--- src/rtl/mem_ctrl_pkg.sv ---
// Shared definitions for the byte-serial memory controller: FSM state
// encoding, RISC-V load/store funct3 codes and the access-size decode.
package mem_ctrl_pkg;

    localparam logic [2:0] ST_IDLE   = 3'd0;
    localparam logic [2:0] ST_IF_RD  = 3'd1;
    localparam logic [2:0] ST_MEM_RD = 3'd2;
    localparam logic [2:0] ST_MEM_WR = 3'd3;
    localparam logic [2:0] ST_DONE   = 3'd4;

    localparam logic [2:0] F3_LB  = 3'b000;
    localparam logic [2:0] F3_LH  = 3'b001;
    localparam logic [2:0] F3_LW  = 3'b010;
    localparam logic [2:0] F3_LBU = 3'b100;
    localparam logic [2:0] F3_LHU = 3'b101;
    localparam logic [2:0] F3_SB  = 3'b000;
    localparam logic [2:0] F3_SH  = 3'b001;
    localparam logic [2:0] F3_SW  = 3'b010;

    // Number of RAM byte cycles for a MEM access; 0 marks an illegal funct3.
    function automatic logic [2:0] f3_nbytes(input logic [2:0] f3);
        case (f3)
            F3_LB, F3_LBU: return 3'd1;
            F3_LH, F3_LHU: return 3'd2;
            F3_LW:         return 3'd4;
            default:       return 3'd0;
        endcase
    endfunction

endpackage

--- src/rtl/mem_ctrl_if.sv ---
// Requester and RAM-side signal bundle of mem_ctrl. The master side is the
// pipeline plus the RAM; the slave side is the controller itself.
interface mem_ctrl_if #(
    parameter int ADDR_W = 32
);
    logic              if_req;
    logic [ADDR_W-1:0] if_addr;
    logic              if_rdy;
    logic [31:0]       if_inst;

    logic              mem_req;
    logic              mem_we;
    logic [2:0]        mem_funct3;
    logic [ADDR_W-1:0] mem_addr;
    logic [31:0]       mem_wdata;
    logic              mem_rdy;
    logic [31:0]       mem_rdata;

    logic [ADDR_W-1:0] ram_a;
    logic              ram_wr;
    logic [7:0]        ram_dout;
    logic [7:0]        ram_din;

    logic              stall_req;

    modport master (
        output if_req, if_addr, mem_req, mem_we, mem_funct3, mem_addr, mem_wdata, ram_din,
        input  if_rdy, if_inst, mem_rdy, mem_rdata, ram_a, ram_wr, ram_dout, stall_req
    );

    modport slave (
        input  if_req, if_addr, mem_req, mem_we, mem_funct3, mem_addr, mem_wdata, ram_din,
        output if_rdy, if_inst, mem_rdy, mem_rdata, ram_a, ram_wr, ram_dout, stall_req
    );

endinterface

--- src/rtl/mem_ctrl_load_ext.sv ---
// Combinational RISC-V load extension of an assembled little-endian word.
module mem_ctrl_load_ext
    import mem_ctrl_pkg::*;
(
    input  logic [2:0]  i_funct3,
    input  logic [31:0] i_word,
    output logic [31:0] o_ext
);

    // Sign- or zero-extend according to the load type; LW passes through.
    always_comb begin
        o_ext = i_word;
        case (i_funct3)
            F3_LB:   o_ext = {{24{i_word[7]}}, i_word[7:0]};
            F3_LH:   o_ext = {{16{i_word[15]}}, i_word[15:0]};
            F3_LBU:  o_ext = {24'h0, i_word[7:0]};
            F3_LHU:  o_ext = {16'h0, i_word[15:0]};
            default: o_ext = i_word;
        endcase
    end

endmodule

--- src/rtl/mem_ctrl.sv ---
// Byte-serial sequencer for the single 8-bit RAM port, shared between
// instruction fetch and the MEM stage (MEM has fixed priority).
//
// state     | meaning
// ----------+-------------------------------------------------------------
// ST_IDLE   | waiting for a request; MEM wins over IF
// ST_IF_RD  | fetching 4 bytes for IF, one address per cycle
// ST_MEM_RD | reading 1/2/4 bytes for a MEM load
// ST_MEM_WR | writing 1/2/4 bytes for a MEM store
// ST_DONE   | one-cycle rdy pulse; requests ignored
module mem_ctrl
    import mem_ctrl_pkg::*;
#(
    parameter int ADDR_W = 32,
    parameter int DATA_W = 32
) (
    input logic       clk,
    input logic       rst,
    mem_ctrl_if.slave bus
);

    logic [2:0]        r_state;
    logic [2:0]        r_cnt;
    logic [2:0]        r_nbytes;
    logic [2:0]        r_funct3;
    logic              r_is_mem;
    logic [ADDR_W-1:0] r_addr;
    logic [DATA_W-1:0] r_wdata;
    logic [DATA_W-1:0] r_data;

    logic [ADDR_W-1:0] r_ram_a;
    logic              r_ram_wr;
    logic [7:0]        r_ram_dout;
    logic              r_if_rdy;
    logic [DATA_W-1:0] r_if_inst;
    logic              r_mem_rdy;
    logic [DATA_W-1:0] r_mem_rdata;

    logic [2:0]        w_req_nbytes;
    logic [2:0]        w_next_cnt;
    logic [1:0]        w_idx;
    logic [1:0]        w_wr_idx;
    logic [DATA_W-1:0] w_asm;
    logic [DATA_W-1:0] w_ext;

    assign w_req_nbytes = f3_nbytes(bus.mem_funct3);
    assign w_next_cnt   = r_cnt + 3'd1;
    // Read data lags its address by one cycle, so cycle r_cnt delivers byte r_cnt-1.
    assign w_idx        = r_cnt[1:0] - 2'd1;
    assign w_wr_idx     = w_next_cnt[1:0];

    // Word as it stands once the byte arriving this cycle is merged in.
    always_comb begin
        w_asm = r_data;
        w_asm[8*w_idx +: 8] = bus.ram_din;
    end

    mem_ctrl_load_ext u_load_ext (
        .i_funct3 (r_funct3),
        .i_word   (w_asm),
        .o_ext    (w_ext)
    );

    // Arbitration, per-byte sequencing and result registers.
    always_ff @(posedge clk) begin
        if (rst) begin
            r_state     <= ST_IDLE;
            r_cnt       <= '0;
            r_nbytes    <= '0;
            r_funct3    <= '0;
            r_is_mem    <= 1'b0;
            r_addr      <= '0;
            r_wdata     <= '0;
            r_data      <= '0;
            r_ram_a     <= '0;
            r_ram_wr    <= 1'b0;
            r_ram_dout  <= '0;
            r_if_rdy    <= 1'b0;
            r_if_inst   <= '0;
            r_mem_rdy   <= 1'b0;
            r_mem_rdata <= '0;
        end else begin
            r_ram_a    <= '0;
            r_ram_wr   <= 1'b0;
            r_ram_dout <= '0;
            r_if_rdy   <= 1'b0;
            r_mem_rdy  <= 1'b0;
            case (r_state)
                ST_IDLE: begin
                    r_cnt  <= '0;
                    r_data <= '0;
                    if (bus.mem_req) begin
                        r_is_mem <= 1'b1;
                        r_addr   <= bus.mem_addr;
                        r_funct3 <= bus.mem_funct3;
                        r_wdata  <= bus.mem_wdata;
                        r_nbytes <= w_req_nbytes;
                        if (w_req_nbytes == 3'd0) begin
                            r_mem_rdy   <= 1'b1;
                            r_mem_rdata <= '0;
                            r_state     <= ST_DONE;
                        end else if (bus.mem_we) begin
                            r_ram_wr   <= 1'b1;
                            r_ram_a    <= bus.mem_addr;
                            r_ram_dout <= bus.mem_wdata[7:0];
                            r_state    <= ST_MEM_WR;
                        end else begin
                            r_ram_a <= bus.mem_addr;
                            r_state <= ST_MEM_RD;
                        end
                    end else if (bus.if_req) begin
                        r_is_mem <= 1'b0;
                        r_addr   <= bus.if_addr;
                        r_nbytes <= 3'd4;
                        r_ram_a  <= bus.if_addr;
                        r_state  <= ST_IF_RD;
                    end
                end
                ST_IF_RD, ST_MEM_RD: begin
                    if (r_cnt != 3'd0) begin
                        r_data[8*w_idx +: 8] <= bus.ram_din;
                    end
                    if (r_cnt == r_nbytes) begin
                        r_state <= ST_DONE;
                        if (r_is_mem) begin
                            r_mem_rdy   <= 1'b1;
                            r_mem_rdata <= w_ext;
                        end else begin
                            r_if_rdy  <= 1'b1;
                            r_if_inst <= w_asm;
                        end
                    end else begin
                        r_cnt <= w_next_cnt;
                        if (w_next_cnt < r_nbytes) begin
                            r_ram_a <= r_addr + ADDR_W'(w_next_cnt);
                        end
                    end
                end
                ST_MEM_WR: begin
                    if (w_next_cnt == r_nbytes) begin
                        r_mem_rdy <= 1'b1;
                        r_state   <= ST_DONE;
                    end else begin
                        r_cnt      <= w_next_cnt;
                        r_ram_wr   <= 1'b1;
                        r_ram_a    <= r_addr + ADDR_W'(w_next_cnt);
                        r_ram_dout <= r_wdata[8*w_wr_idx +: 8];
                    end
                end
                ST_DONE: r_state <= ST_IDLE;
                default: r_state <= ST_IDLE;
            endcase
        end
    end

    assign bus.ram_a     = r_ram_a;
    assign bus.ram_wr    = r_ram_wr;
    assign bus.ram_dout  = r_ram_dout;
    assign bus.if_rdy    = r_if_rdy;
    assign bus.if_inst   = r_if_inst;
    assign bus.mem_rdy   = r_mem_rdy;
    assign bus.mem_rdata = r_mem_rdata;
    assign bus.stall_req = ~rst & ((bus.mem_req & ~r_mem_rdy) | (bus.if_req & ~r_if_rdy));

endmodule

--- src/flat_wrapper.sv ---
// flat-port wrapper written by rule: the top's interface ports become plain ports
module mem_ctrl_flat import mem_ctrl_pkg::*;
#(
    parameter int ADDR_W = 32,
    parameter int DATA_W = 32
)
  (clk, rst, bus_if_req, bus_if_addr, bus_mem_req, bus_mem_we, bus_mem_funct3, bus_mem_addr, bus_mem_wdata, bus_ram_din, bus_if_rdy, bus_if_inst, bus_mem_rdy, bus_mem_rdata, bus_ram_a, bus_ram_wr, bus_ram_dout, bus_stall_req);
  mem_ctrl_if #(.ADDR_W(ADDR_W)) bus_i ();
  input logic clk;
  input logic rst;
  input wire logic [$bits(bus_i.if_req)-1:0] bus_if_req;
  input wire logic [$bits(bus_i.if_addr)-1:0] bus_if_addr;
  input wire logic [$bits(bus_i.mem_req)-1:0] bus_mem_req;
  input wire logic [$bits(bus_i.mem_we)-1:0] bus_mem_we;
  input wire logic [$bits(bus_i.mem_funct3)-1:0] bus_mem_funct3;
  input wire logic [$bits(bus_i.mem_addr)-1:0] bus_mem_addr;
  input wire logic [$bits(bus_i.mem_wdata)-1:0] bus_mem_wdata;
  input wire logic [$bits(bus_i.ram_din)-1:0] bus_ram_din;
  output wire logic [$bits(bus_i.if_rdy)-1:0] bus_if_rdy;
  output wire logic [$bits(bus_i.if_inst)-1:0] bus_if_inst;
  output wire logic [$bits(bus_i.mem_rdy)-1:0] bus_mem_rdy;
  output wire logic [$bits(bus_i.mem_rdata)-1:0] bus_mem_rdata;
  output wire logic [$bits(bus_i.ram_a)-1:0] bus_ram_a;
  output wire logic [$bits(bus_i.ram_wr)-1:0] bus_ram_wr;
  output wire logic [$bits(bus_i.ram_dout)-1:0] bus_ram_dout;
  output wire logic [$bits(bus_i.stall_req)-1:0] bus_stall_req;
  assign bus_i.if_req = bus_if_req;
  assign bus_i.if_addr = bus_if_addr;
  assign bus_i.mem_req = bus_mem_req;
  assign bus_i.mem_we = bus_mem_we;
  assign bus_i.mem_funct3 = bus_mem_funct3;
  assign bus_i.mem_addr = bus_mem_addr;
  assign bus_i.mem_wdata = bus_mem_wdata;
  assign bus_i.ram_din = bus_ram_din;
  assign bus_if_rdy = bus_i.if_rdy;
  assign bus_if_inst = bus_i.if_inst;
  assign bus_mem_rdy = bus_i.mem_rdy;
  assign bus_mem_rdata = bus_i.mem_rdata;
  assign bus_ram_a = bus_i.ram_a;
  assign bus_ram_wr = bus_i.ram_wr;
  assign bus_ram_dout = bus_i.ram_dout;
  assign bus_stall_req = bus_i.stall_req;
  mem_ctrl #(.ADDR_W(ADDR_W), .DATA_W(DATA_W)) u_core (.clk(clk), .rst(rst), .bus(bus_i));
endmodule
--- config.mk ---
export PLATFORM = sky130hd
export DESIGN_NAME = mem_ctrl_flat
export DESIGN_NICKNAME = d
export VERILOG_FILES = /design/src/rtl/mem_ctrl_pkg.sv /design/src/rtl/mem_ctrl_if.sv /design/src/rtl/mem_ctrl_load_ext.sv /design/src/rtl/mem_ctrl.sv /design/src/flat_wrapper.sv
export SDC_FILE = /design/constraint.sdc
export NUM_CORES = 1
export LEC_CHECK = 0
export BUFFER_PORTS_ARGS = -buffer_cell sky130_fd_sc_hd__buf_2
export CAP_MARGIN = 20
export CORE_ASPECT_RATIO = 1.75
export CORE_UTILIZATION = 59
export CTS_CLUSTER_SIZE = 40
export DETAILED_ROUTE_END_ITERATION = 12
export GPL_ROUTABILITY_DRIVEN = 0
export GPL_TIMING_DRIVEN = 1
export HOLD_SLACK_MARGIN = 0.08
export PLACE_DENSITY_LB_ADDON = 0.15
export SETUP_SLACK_MARGIN = 0.05
export SYNTH_ARGS = -nofsm -noshare
export SYNTH_HDL_FRONTEND = slang
export SYNTH_SLANG_ARGS = --single-unit
--- constraint.sdc ---
create_clock -name clk -period 6.2 [get_ports clk]
set_input_delay 1.24 -clock clk [delete_from_list [all_inputs] [get_ports clk]]
set_output_delay 1.24 -clock clk [all_outputs]
set_load 0.05 [all_outputs]
==> results.yml <==
sta:
  finalClockSkew_ns: 0.01934
  finalHoldViolCount: 0
  maxSlewHeadroom: 0.2604
  whs_ns: 0.4463
  setup-violations-final: 0
  fmax_mhz: 226.9
  min_period_over_period: 0.7109
  setup_slack_ns: 1.793
  finalSetupTns_ns: 0
  worst_pin_slew_ns: 1.109
  fin_crit_ns: 4.407
  rsz0062_at_grt: "no"
  drv_slew: 0
yosys:
  yosys-top-cells-area: "dfxtp_1, a21oi_1, nor2_1"
  ys_seq_area_frac: 0.4428
  synth_cell_type_count: 58
  synth_top_cell_by_area: "dfxtp_1"
  synth_nets: 1245
  yosysMostFrequentCell: "dfxtp_1"
  syn_avg_cell_area_um2: 8.727
  ys.flop_type: "dfxtp_1"
  synth.cell_area_um2: 9766
  synth_warnings: 0
  async_flop_share: 0
  synthTopCellsByCount: "dfxtp_1, nor2_1, nand2_1"
  synth_top_area_share: 0.4428
  ys_ff_latch: 216
  synthesis.instances: 1119
  synth_edf_count: 0
worst_setup_path:
  path_common_cell: "ha_1"
  path_class: "reg -> reg"
  crit_required_ns: 6.61
  cp_num_buf_inv: 1
  startpoint_type: "flip-flop"
  cp_top_family: "compound AO/OA/AOI/OAI gates"
  slowest_delay_ns: 0.88
  crit_path_end_kind: "flip-flop"
  cpMaxStageDelayCell: "ha_1"
  crit_fanout: 20
  crit_chain: "inv_1, ha_1, ha_1, a311oi_2, a31o_2, nand2_1, o22ai_1"
  crit_arrival_ns: 4.82
place:
  dpl.hpwl_um: 17910
  placed_cells: 1451
  io_buffer_count: 219
  pre_cts_ws_ns: 1.836
  place_area_um2: 10800
worst_hold_path:
  hold_path.class: "reg -> reg"
finish:
  multi_input_area_um2: 5017
  nets: 1410
  area_growth_pct: 18.32
  fin_cells: 1486
  n_fill_cell: 1317
  drive_above_1_share: 0.2244
  design_area_um2: 11550
  antenna_cells: 0
  seq_area_um2: 4324
detailed_routing:
  drt_iter0_drc: 587
  wl_per_cell_um: 17.50
  routed_wl_um: 26010
  drtAntennaViolNets: 0
  drt_pass1_iterations: 7
  via_count: 8888
  vias_per_cell: 5.981
  drc: 0
floorplanning:
  std_cell_rows: 61
  die_w_um: 99.26
  coreArea_um2: 16030
  initial_core_util: 0.6093
  dieHeight_um: 172.2
  io_pins: 220
  die_area_um2: 17090
grt:
  grt_max_degree: 92
  grt_pass1_wl_um: 40480
  grt-ovfl-total: 0
  grt_pass1_vias: 8246
  antenna_found_initial: 0
  grt.total_usage: 0.2961
clock_network:
  cts_sinks: 216
  ctsResizeCount: 0
  cts_root_buf: "clkbuf_16"
  cts_setup_buffers: 0
  cts_buffers: 20
  cts_max_level: 1
  cts.path.max_buffers: 3
  hold_buffers: 0
  cts_tree: "built"
  clk_latency_ns: 0.51
  clkSlewWorstSetupHoldPaths_ns: 0.07
pwr:
  peakVddDrop_mv: 0.3104
  total_leakage_power_nw: 4.967
  p_per_area_nw_per_um2: 377.3
run:
  maxCapViolCount: 0
outcome:
  status: "finished clean"
-- layer usage --
layer	vias to the layer above	global-route usage	part of all wire
met4	0	0.1387	0.035
li1	4329	-	-
met3	71	0.03557	0.056
met1	4165	0.3266	0.38
met2	323	0.5583	0.52
met5	-	0	0
-- registers in the layout, summed over array words and instances, names as in the netlist --
| name | flops |
|---|---|
| u_core.bus.if_inst | 32 |
| u_core.bus.if_rdy | 1 |
| u_core.bus.mem_rdata | 32 |
| u_core.bus.mem_rdy | 1 |
| u_core.bus.ram_a | 32 |
| u_core.bus.ram_dout | 8 |
| u_core.bus.ram_wr | 1 |
| u_core.r_addr | 32 |
| u_core.r_cnt | 3 |
| u_core.r_data | 32 |
| u_core.r_funct3 | 3 |
| u_core.r_is_mem | 1 |
| u_core.r_nbytes | 3 |
| u_core.r_state | 3 |
| u_core.r_wdata | 32 |
-- layout by cell type, fill, tap and decap left out, types with 15 or more instances in the layout --
cell type	n
nor2b_1	24
nand2_1	129
dfxtp_1	216
o22ai_1	17
a211o_1	18
clkbuf_16	21
or3_1	18
a32oi_1	37
mux2i_1	48
a211oi_1	59
nand4_1	15
buf_2	218
nand3_1	17
a21oi_1	122
xor2_1	30
nor2_1	155
-- path summary, 6_finish.rpt --
check | start | to | slack [ns] | depth (start not counted)
min reg2reg | u_core.r_data[16] | u_core.r_data[16] | 0.45 | 2
min | u_core.r_data[16] | u_core.r_data[16] | 0.45 | 2
max | u_core.r_cnt[0] | u_core.bus.ram_a[16] | 1.79 | 7
max reg2reg | u_core.r_cnt[0] | u_core.bus.ram_a[16] | 1.79 | 7
-- worst reg2reg max path: stages, from the launching register on --
cell      delay (ns)
dfxtp_1         0.85
inv_1           0.21
ha_1            0.88
ha_1            0.40
a311oi_2        0.81
a31o_2          0.47
nand2_1         0.44
o22ai_1         0.26
-- area by class of cell --
| class | count | share of cell area |
|---|---|---|
| inverter | 9 | 0.002924 |
| clock inverter | 11 | 0.01592 |
| timing repair buffer | 231 | 0.1032 |
| clock buffer | 24 | 0.04905 |
| sequential | 216 | 0.3742 |
| multi-input combinational | 806 | 0.4342 |
| tap | 189 | 0.02047 |
-- stage by stage --
stage            util  power (W)
2_1_floorplan       -   0.002674
3_3_place_gp   0.6734   0.002951
3_5_place_dp   0.6741   0.002980
4_1_cts        0.7209   0.004372
5_1_grt        0.7209   0.004548
6_report       0.7209   0.004359
-- power by group --
group	switching, W	internal [W]	total (W)
Sequential	0.000142	0.00156	0.00170
Clock	0.000536	0.000860	0.00140
Combinational	0.000881	0.000377	0.00126
-- cells by family (layout without fill, tap and decap cells) --
| kind of cell | count (synthesis) | in the layout | share of synthesized area |
|---|---|---|---|
| AOI/OAI and AO/OA | 294 | 294 | 0.2027 |
| xor gates and xnor gates | 32 | 32 | 0.02870 |
| adders and majority gates | 14 | 14 | 0.01871 |
| buffers and inverters | 97 | 275 | 0.04587 |
| DFF | 216 | 216 | 0.4428 |
| muxes | 56 | 56 | 0.06765 |
| and+or+nand+nor | 410 | 410 | 0.1936 |
(Power assumes the default switching activity.)
